**src/rtl/fir_pkg.sv**
```systemverilog
// Shared definitions for the FIR tap sequencer: default geometry, FSM states, width helpers.
// Latency: n/a (package only).
// Backpressure: n/a (package only).
package fir_pkg;

    localparam int DEPTH_DEF = 66;
    localparam int AW_DEF    = 7;
    localparam int NTAPS_DEF = 16;
    localparam int DW_DEF    = 16;
    localparam int CW_DEF    = 16;

    typedef enum logic [2:0] {
        ST_IDLE  = 3'd0,
        ST_WRITE = 3'd1,
        ST_READ  = 3'd2,
        ST_DRAIN = 3'd3,
        ST_DONE  = 3'd4
    } fsm_state_t;

    // Accumulator width: full product plus headroom for summing ntaps products.
    function automatic int acc_width(input int dw, input int cw, input int ntaps);
        return dw + cw + $clog2(ntaps);
    endfunction

    // Index width for a counter over n entries, never narrower than one bit.
    function automatic int idx_width(input int n);
        return (n > 1) ? $clog2(n) : 1;
    endfunction

endpackage

```
**src/rtl/fir_tap_sequencer_ring_addr_sub.sv**
```systemverilog
// Circular-buffer address: (base - offset) mod DEPTH, purely combinational.
// Latency: 0 cycles.
// Backpressure: none.
//
// Ports:
//   base   - newest-sample address, always < DEPTH
//   offset - tap index, always < DEPTH
//   addr   - address of the sample 'offset' positions older than base
module ring_addr_sub
#(
    parameter int DEPTH = 66,
    parameter int AW    = 7,
    parameter int KW    = 4
)(
    input  logic [AW-1:0] base,
    input  logic [KW-1:0] offset,
    output logic [AW-1:0] addr
);

    // One guard bit so DEPTH + base never overflows before the subtraction.
    logic [AW:0] base_w;
    logic [AW:0] offs_w;
    logic [AW:0] depth_w;

    always_comb begin
        base_w  = {1'b0, base};
        offs_w  = (AW+1)'(offset);
        depth_w = (AW+1)'(DEPTH);
        if (base_w >= offs_w) begin
            addr = AW'(base_w - offs_w);
        end else begin
            addr = AW'(base_w + depth_w - offs_w);
        end
    end

endmodule

```
**src/rtl/fir_tap_sequencer.sv**
```systemverilog
// FIR sequencer: per sample_en rising edge, write sample, read NTAPS history taps, MAC, emit y.
// Latency: y_valid NTAPS+3 cycles after the edge cycle; a new edge may land in the DONE cycle.
// Backpressure: none; edges arriving while busy are dropped and flagged on sticky overrun.
//
// Ports:
//   clk, rst_n           - clock, synchronous active-low reset
//   sample_en, sample_in - sample request (rising edge acted on) and its data
//   wren/address_w/wdata - sample RAM write port
//   rden/address_r/rdata - sample RAM read port (rdata one cycle after rden)
//   coef_addr/coef_data  - coefficient ROM (coef_data one cycle after coef_addr)
//   y, y_valid           - filter result and its one-cycle strobe
//   busy                 - any state other than IDLE
//   overrun, overrun_clr - sticky dropped-sample flag and its clear
module fir_tap_sequencer
    import fir_pkg::*;
#(
    parameter  int DEPTH = DEPTH_DEF,
    parameter  int AW    = AW_DEF,
    parameter  int NTAPS = NTAPS_DEF,
    parameter  int DW    = DW_DEF,
    parameter  int CW    = CW_DEF,
    localparam int KW    = idx_width(NTAPS),
    localparam int ACCW  = acc_width(DW, CW, NTAPS)
)(
    input  logic                   clk,
    input  logic                   rst_n,
    input  logic                   sample_en,
    input  logic [DW-1:0]          sample_in,
    output logic                   wren,
    output logic [AW-1:0]          address_w,
    output logic [DW-1:0]          wdata,
    output logic                   rden,
    output logic [AW-1:0]          address_r,
    input  logic [DW-1:0]          rdata,
    output logic [KW-1:0]          coef_addr,
    input  logic [CW-1:0]          coef_data,
    output logic signed [ACCW-1:0] y,
    output logic                   y_valid,
    output logic                   busy,
    output logic                   overrun,
    input  logic                   overrun_clr
);

    // fill saturates at NTAPS, so it needs to hold the value NTAPS itself.
    localparam int FW = $clog2(NTAPS + 1);
    localparam int PW = DW + CW;

    fsm_state_t state_q;
    fsm_state_t state_nx;

    logic                   sample_en_d;
    logic                   edge_det;
    logic                   accept;
    logic                   in_flight;
    logic                   tap_last;

    logic [AW-1:0]          wp;
    logic [AW-1:0]          waddr;
    logic [FW-1:0]          fill;
    logic [KW-1:0]          tap_k;

    // MAC stage runs one cycle behind the read that fetched its operands.
    logic                   mac_en;
    logic [KW-1:0]          mac_k;
    logic                   tap_live;

    logic signed [PW-1:0]   rd_ext;
    logic signed [PW-1:0]   cf_ext;
    logic signed [PW-1:0]   prod;
    logic signed [ACCW-1:0] prod_ext;
    logic signed [ACCW-1:0] acc;
    logic signed [ACCW-1:0] acc_nx;

    assign edge_det  = sample_en & ~sample_en_d;
    assign accept    = edge_det & ((state_q == ST_IDLE) | (state_q == ST_DONE));
    assign in_flight = (state_q == ST_WRITE) | (state_q == ST_READ) | (state_q == ST_DRAIN);
    assign tap_last  = (tap_k == KW'(NTAPS - 1));
    assign busy      = (state_q != ST_IDLE);
    assign coef_addr = tap_k;

    ring_addr_sub #(
        .DEPTH (DEPTH),
        .AW    (AW),
        .KW    (KW)
    ) u_ring_addr (
        .base   (waddr),
        .offset (tap_k),
        .addr   (address_r)
    );

    // Explicit sign extension keeps the multiply at full product width.
    assign rd_ext   = {{CW{rdata[DW-1]}}, rdata};
    assign cf_ext   = {{DW{coef_data[CW-1]}}, coef_data};
    assign prod     = rd_ext * cf_ext;
    assign prod_ext = ACCW'(prod);

    // Taps reaching back past the first sample since reset hold stale RAM contents.
    assign tap_live = (FW'(mac_k) < fill);
    assign acc_nx   = acc + (tap_live ? prod_ext : '0);

    always_ff @(posedge clk) begin
        if (!rst_n) begin
            state_q <= ST_IDLE;
        end else begin
            state_q <= state_nx;
        end
    end

    always_comb begin
        state_nx = state_q;
        case (state_q)
            ST_IDLE:  if (accept) state_nx = ST_WRITE;
            ST_WRITE: state_nx = ST_READ;
            ST_READ:  if (tap_last) state_nx = ST_DRAIN;
            ST_DRAIN: state_nx = ST_DONE;
            ST_DONE:  state_nx = accept ? ST_WRITE : ST_IDLE;
            default:  state_nx = ST_IDLE;
        endcase
    end

    always_ff @(posedge clk) begin
        if (!rst_n) begin
            // Tracking sample_en here hides a level that was already high across reset release.
            sample_en_d <= sample_en;
            wp          <= '0;
            waddr       <= '0;
            fill        <= '0;
            tap_k       <= '0;
            mac_en      <= 1'b0;
            mac_k       <= '0;
            acc         <= '0;
            wren        <= 1'b0;
            address_w   <= '0;
            wdata       <= '0;
            rden        <= 1'b0;
            y           <= '0;
            y_valid     <= 1'b0;
            overrun     <= 1'b0;
        end else begin
            sample_en_d <= sample_en;

            // Strobes decode the next state so each is high exactly during its own state.
            wren    <= (state_nx == ST_WRITE);
            rden    <= (state_nx == ST_READ);
            y_valid <= (state_nx == ST_DONE);

            if (accept) begin
                address_w <= wp;
                wdata     <= sample_in;
            end

            if (state_q == ST_WRITE) begin
                waddr <= wp;
                wp    <= (wp == AW'(DEPTH - 1)) ? '0 : wp + 1'b1;
                if (fill != FW'(NTAPS)) begin
                    fill <= fill + 1'b1;
                end
            end

            tap_k  <= ((state_q == ST_READ) && !tap_last) ? tap_k + 1'b1 : '0;
            mac_en <= (state_q == ST_READ);
            mac_k  <= tap_k;

            if (state_q == ST_WRITE) begin
                acc <= '0;
            end else if (mac_en) begin
                acc <= acc_nx;
            end

            // The final product lands during DRAIN; capture the completed sum for DONE.
            if (state_q == ST_DRAIN) begin
                y <= acc_nx;
            end

            if (edge_det && in_flight) begin
                overrun <= 1'b1;
            end else if (overrun_clr) begin
                overrun <= 1'b0;
            end
        end
    end

endmodule
```
**config.mk**
```make
export PLATFORM = sky130hd
export DESIGN_NAME = fir_tap_sequencer
export DESIGN_NICKNAME = d
export VERILOG_FILES = /design/src/rtl/fir_pkg.sv /design/src/rtl/fir_tap_sequencer_ring_addr_sub.sv /design/src/rtl/fir_tap_sequencer.sv
export SDC_FILE = /design/constraint.sdc
export NUM_CORES = 1
export LEC_CHECK = 0
export CORE_AREA = 3 3 224 226
export CTS_CLUSTER_DIAMETER = 30
export DETAILED_ROUTE_END_ITERATION = 6
export DIE_AREA = 0 0 227 229
export PLACE_DENSITY = 0.53
export SLEW_MARGIN = 10
export SYNTH_ARGS = -nofsm -noshare
export SYNTH_HDL_FRONTEND = slang
export SYNTH_SLANG_ARGS = --single-unit
```
**constraint.sdc**
```tcl
create_clock -name clk -period 8.3 [get_ports clk]
set_input_delay 1.245 -clock clk [delete_from_list [all_inputs] [get_ports clk]]
set_output_delay 1.245 -clock clk [all_outputs]
set_load 0.03 [all_outputs]
```
==> results.cfg, run 1 <==
[run_status]
status = completed

[global_route]
gr-total-overflow = 0
grt_max_degree = 42
grt_pass1_vias = 15240
grt_pass1_wl_mm = 77.51
antenna_found_initial = 0
grt.total_usage = 0.1818

[logic_synthesis]
synth_nets = 2417
ys_seq_area_frac = 0.1559
ys_ff_latch = 131
yosysWarnings = 0
netlist_instances = 1960
synth.distinct_cells = 66
synth_area_leader_cell = fa_1
synth_flop_cell = dfxtp_1
syn_area_sq_mm = 0.01682
yosysTopAreaCellShare = 0.3165
syn_area_per_cell_sq_um = 8.583
synthArstFlopShare = 0
synth_edf_count = 0
synth_area_leaders = fa_1 (32%), dfxtp_1 (16%), ha_1 (10%)

[finish]
num-nets-final = 2802
layout_commonest_cell = inv_1
fillCellCount = 4673
drive_gt1_frac = 0.2498
layout-area-overhead-vs-synth_pct = 34.91
layout_common_cells = inv_1 (292), buf_4 (265), nand2_1 (261)
n_antenna_cell = 0

[critical_path]
crit_slowest_cell = fa_2
cp.required_ps = 8570
cp_slowest_stage_delay_ps = 560
path_max_fanout = 5
end_kind = flip-flop
crit_arrival_ps = 8550
cp_common_cell = fa_1
worst_setup_path_start_kind = input port
critical_path_class = in -> reg

[routing]
ant_nets = 0
dr.pass1.iters = 5
viasPerCell = 4.719
vias = 14060
wirelength_mm = 45.56
drt_iter0_markers = 449
drc_errors = 0
routedWlPerCell_microns = 15.29

[cts]
cts_tree = yes
clk_pin_slew_worst_paths_ps = 60
cts_sinks = 131
worst_skew_pair.late_latency_ps = 420
htreeDepth = 4
postCtsHoldBufs = 0
cts.path.max_buffers = 2
root_buffer = clkbuf_16
cts_made_buffers = 17

[placed_design]
gp_congestion = 0.8737
dp.final_hpwl_mm = 37.03
port_buffers = 126

[sta]
setup_viol = 0
rsz0062_at_grt = yes
timing.setup.tns_ps = 0
fin_crit_ps = 8275
clock_skew_ps = 11.27
max_freq_mhz = 120.8
finalHoldViolations = 0
tightest_slew_ps = 840.5
fin_crit_sh = 0.9970
slew_violations = 0
relSlewSlack = 0.4397

[floorplanning]
start_util = 0.3465
placementRows = 81
die_x_microns = 227
core_area_sq_mm = 0.04855
io-pin-count = 127
die_area_sq_mm = 0.05198
die_h_microns = 229

[job]
maxCapViolations = 0

[worst_hold_path]
hold_class = reg -> reg
[cell usage after synthesis (all sizes together), types with 3 or more instances]
cell type and n:
nand3b 4, nand2 277, a211o 3, nor2b 16, and3 12, xnor2 47
a21o 23, o21bai 4, o21a 9, inv 328, a21oi 124, nor3 16
nand2b 17, clkbuf 67, a2111oi 3, a31oi 6, nor2 126, a21boi 3
xor2 31, fa 266, buf 5, ha 139, mux2i 18, dfxtp 131
or2 6, o22ai 4, and2 124, o31ai 5, a41oi 3, or3 8
o21ai 50, a211oi 17, nand4 7, nand3 27, nor4 3, o211ai 7
[through the flow]
stage | utilization | std cells | instance area, sq um | setup WS (ps) | hold slack [ps]
after floorplan | - | 1960 | 16940 | 6.057 | 436.3
after global placement | 0.4269 | 2896 | 20720 | -905.3 | 442.0
after detailed placement | 0.4269 | 2896 | 20720 | -940.1 | 447.6
after CTS | 0.4529 | 2962 | 21990 | -30.21 | 453.5
after global routing | 0.4675 | 2980 | 22690 | -240.0 | 478.0
final | 0.4675 | 2980 | 22690 | 25.24 | 453.8
[timing repair]
item                       4_1_cts  5_1_grt
setup endpoints to repair       28       29
gates cloned                     4        1
resized for setup              174      247
setup buffers                   31       24
pin swaps                       89      158
[layer usage]
layer / global-route usage / vias to the layer above / wire length (microns)
li1: - / 6903 / -
met1: 0.2509 / 6865 / 21010
met2: 0.2963 / 252 / 21510
met3: 0.03563 / 42 / 2314
met4: 0.03981 / 0 / 715
met5: 0 / - / 0
[final timing paths]
check | from | end | slack (ps) | cells after the start
max | coef_data[4] | y[31]$_SDFFE_PN0P_ | 30 | 33
min | wdata[4]$_SDFFE_PN0P_ | wdata[4]$_SDFFE_PN0P_ | 450 | 2
max reg2reg | fill[1]$_SDFFE_PN0P_ | y[31]$_SDFFE_PN0P_ | 3470 | 21
min reg2reg | wdata[4]$_SDFFE_PN0P_ | wdata[4]$_SDFFE_PN0P_ | 450 | 2
[area by class of cell]
cell class                      instances  area (sq um)  area share
Multi-Input combinational cell       1428         13550      0.5970
Timing Repair Buffer                  438          3816      0.1682
Tap cell                              622         778.2     0.03429
Sequential cell                       131          2623      0.1156
Clock inverter                         11         221.5    0.009758
Inverter                              329          1236     0.05447
Clock buffer                           21         470.5     0.02073
[worst max-delay path, delay by kind of cell]
family | cells | cell delay, ps
xor+xnor | 2 | 400
fa+ha+maj | 8 | 3590
buf+inv | 9 | 850
compound gates | 7 | 1390
simple gates | 7 | 1040
[cells by family after synthesis]
| group | synth area share |
|---|---|
| and+or+nand+nor | 0.1810 |
| adders and majority gates | 0.4199 |
| buffers and inverters | 0.08955 |
| AOI/OAI and AO/OA | 0.09937 |
| DFF | 0.1559 |
| xor gates and xnor gates | 0.04329 |
| muxes | 0.01093 |
[sequential cells by signal, indices dropped and copies added, names as in the netlist]
name         count
waddr            7
y               36
sample_en_d      1
fill             5
acc             36
mac_en           1
state_q          3
mac_k            4
overrun          1
rden             1
address_w        7
coef_addr        4
y_valid          1
wp               7
wdata           16
wren             1
Power of run 1 is left out: the tool's default activity adds up to more than one toggle a clock period on the data nets, which glitch-free logic cannot reach.
==> run 2: changes to the inputs <==
--- a/config.mk
+++ b/config.mk
@@ -9,7 +9,7 @@
 export CTS_CLUSTER_DIAMETER = 30
 export DETAILED_ROUTE_END_ITERATION = 6
 export DIE_AREA = 0 0 227 229
-export PLACE_DENSITY = 0.53
+export PLACE_DENSITY_LB_ADDON = 0.08
 export SLEW_MARGIN = 10
 export SYNTH_ARGS = -nofsm -noshare
 export SYNTH_HDL_FRONTEND = slang
==> run 2 against run 1 <==
Net effect: the flow now finishes with violations (setup timing); cell count grew 1.3%; sequential share of layout area decreased by 0.13 points; sequential cell count did not move; register-to-register slack improved by 50 ps; global-route usage up 0.65 points; via count increased by 0.11%.
==> results.cfg, run 2 (synthesis results as in run 1) <==
[run_status]
status = finished, violations left
failed_checks = setup timing

[global_route]
grt_pass1_vias = 15320
grt.total_usage = 0.1883
gr-usage-met3 = 0.03691
groute.layer.met2.usage = 0.3151
antenna_found_initial = 0
gr-total-overflow = 0
grtUsageMet1 = 0.2523
grt_max_degree = 57
busiest_layer = met2
grt_pass1_wl_mm = 78.72

[routing]
viasPerCell = 4.664
drc_errors = 0
vias = 14080
dr.pass1.iters = 5
routedWlPerCell_microns = 15.60
drt_iter0_markers = 397
wirelength_mm = 47.07
ant_nets = 0

[cts]
htreeDepth = 4
cts_tree = yes
root_buffer = clkbuf_16
postCtsHoldBufs = 0
cts_made_buffers = 17
cts.path.max_buffers = 2
clk_pin_slew_worst_paths_ps = 60
worst_skew_pair.late_latency_ps = 430
cts_sinks = 131

[finish]
layoutNonFillerInstCount = 3018
layout-area-overhead-vs-synth_pct = 36.47
num-nets-final = 2840
drive_gt1_frac = 0.2592
fillCellCount = 4760
n_antenna_cell = 0
reg_top3 = acc: 36 flops, y: 36 flops, wdata: 16 flops
layout_common_cells = inv_1 (293), buf_4 (293), nand2_1 (254)
fin_area_sq_mm = 0.02296

[critical_path]
worst_setup_path_start_kind = input port
critical_path_class = in -> reg
cp.required_ps = 8590
cp_slowest_stage_delay_ps = 570
crit_slowest_cell = fa_1
end_kind = flip-flop
cp_common_cell = fa_1
path_max_fanout = 3
crit_arrival_ps = 8590
timing.rr.end = acc[28]$_SDFFE_PP0P_
r2r.worst_path.cells = 23
r2r-start = fill[1]$_SDFFE_PN0P_
regToRegSetupSlack_ps = 3520

[sta]
finalHoldViolations = 0
max_freq_mhz = 120.5
rsz0062_at_grt = yes
tightest_slew_ps = 903.9
relSlewSlack = 0.3974
setup_ws_ps = -0.4796
fin_crit_sh = 1.000
hold_ws_ps = 450.3
clock_skew_ps = 10.71
slew_violations = 0
setup_viol = 2
fin_crit_ps = 8300
timing.setup.tns_ps = -0.5409

[worst_hold_path]
hold_class = reg -> reg
hp-start = wdata[4]$_SDFFE_PN0P_
min_path_cells = 2
whs_endpoint = wdata[4]$_SDFFE_PN0P_

[floorplanning]
placementRows = 81
start_util = 0.3465
die_x_microns = 227
die_h_microns = 229
die_area_sq_mm = 0.05198
core_area_sq_mm = 0.04855
io-pin-count = 127

[job]
maxCapViolations = 0

[placed_design]
placedCellCount = 2907
place_area_sq_mm = 0.02082
gp_congestion = 0.8305
port_buffers = 126
dp.final_hpwl_mm = 37.76
==> run 2: changes by cell type in the layout (fill, tap and decap cells not counted), moves of 3 or more <==
cell and change:
fa_2 -10, ha_1 +4, o21ai_4 +3, nand2_1 -7, ha_4 -7, dlygate4sd2_1 +4
bufinv_16 -3, fa_1 +10, clkbuf_1 +3, buf_6 +4, buf_4 +28, ha_2 +3
nand3_1 -4, nand2_2 +7
==> run 2: routing by layer <==
layer	up-vias	routed length, microns
met5	-	0
met4	0	939
met3	50	1923
met2	210	22580
met1	6842	21620
li1	6975	-
==> run 2: worst max path at each step <==
stage | from | endpoint | slack, ps | cells past startpoint
2_1_floorplan | coef_data[1] | acc[35]$_SDFFE_PP0P_ | 6 | 34
3_3_place_gp | rdata[5] | y[31]$_SDFFE_PN0P_ | -1030 | 32
3_5_place_dp | rdata[5] | acc[31]$_SDFFE_PP0P_ | -1110 | 32
4_1_cts | coef_data[3] | acc[35]$_SDFFE_PP0P_ | -40 | 34
5_1_grt | rdata[13] | acc[35]$_SDFFE_PP0P_ | -290 | 36
6_report | rdata[0] | acc[31]$_SDFFE_PP0P_ | -0.5 | 31
==> run 2: area by class of cell <==
class,instances,area (sq um),share of cell area
clock buffer,24,481.7,0.02098
clock inverter,8,125.1,0.005450
inverter,329,1236,0.05385
multi-input combinational,1428,13560,0.5907
sequential,131,2623,0.1142
tap,622,778.2,0.03390
timing repair buffer,476,4151,0.1808
==> run 2: stage by stage <==
stage               worst slack [ps]    util
finish                       -0.4796  0.4729
global route                  -290.5  0.4729
detailed placement             -1107  0.4288
CTS                           -38.15  0.4582
global placement               -1034  0.4288
floorplan                      6.057       -
==> run 2: timing repair <==
action,4_1_cts,5_1_grt
cloned,3,0
gates resized for setup,224,188
endpoints found under the hold margin,0,0
setup buffers,55,31
setup endpoints to repair,30,27
pin swaps,117,129
==> run 2: critical path, delay by kind of cell <==
family	cells	cell delay [ps]
adder cells (fa/ha/maj)	8	3740
AND/OR/NAND/NOR	5	800
AO/OA/AOI/OAI	10	1830
XOR/XNOR	2	400
buffers and inverters	6	580
Power of run 2 is left out for the same reason.
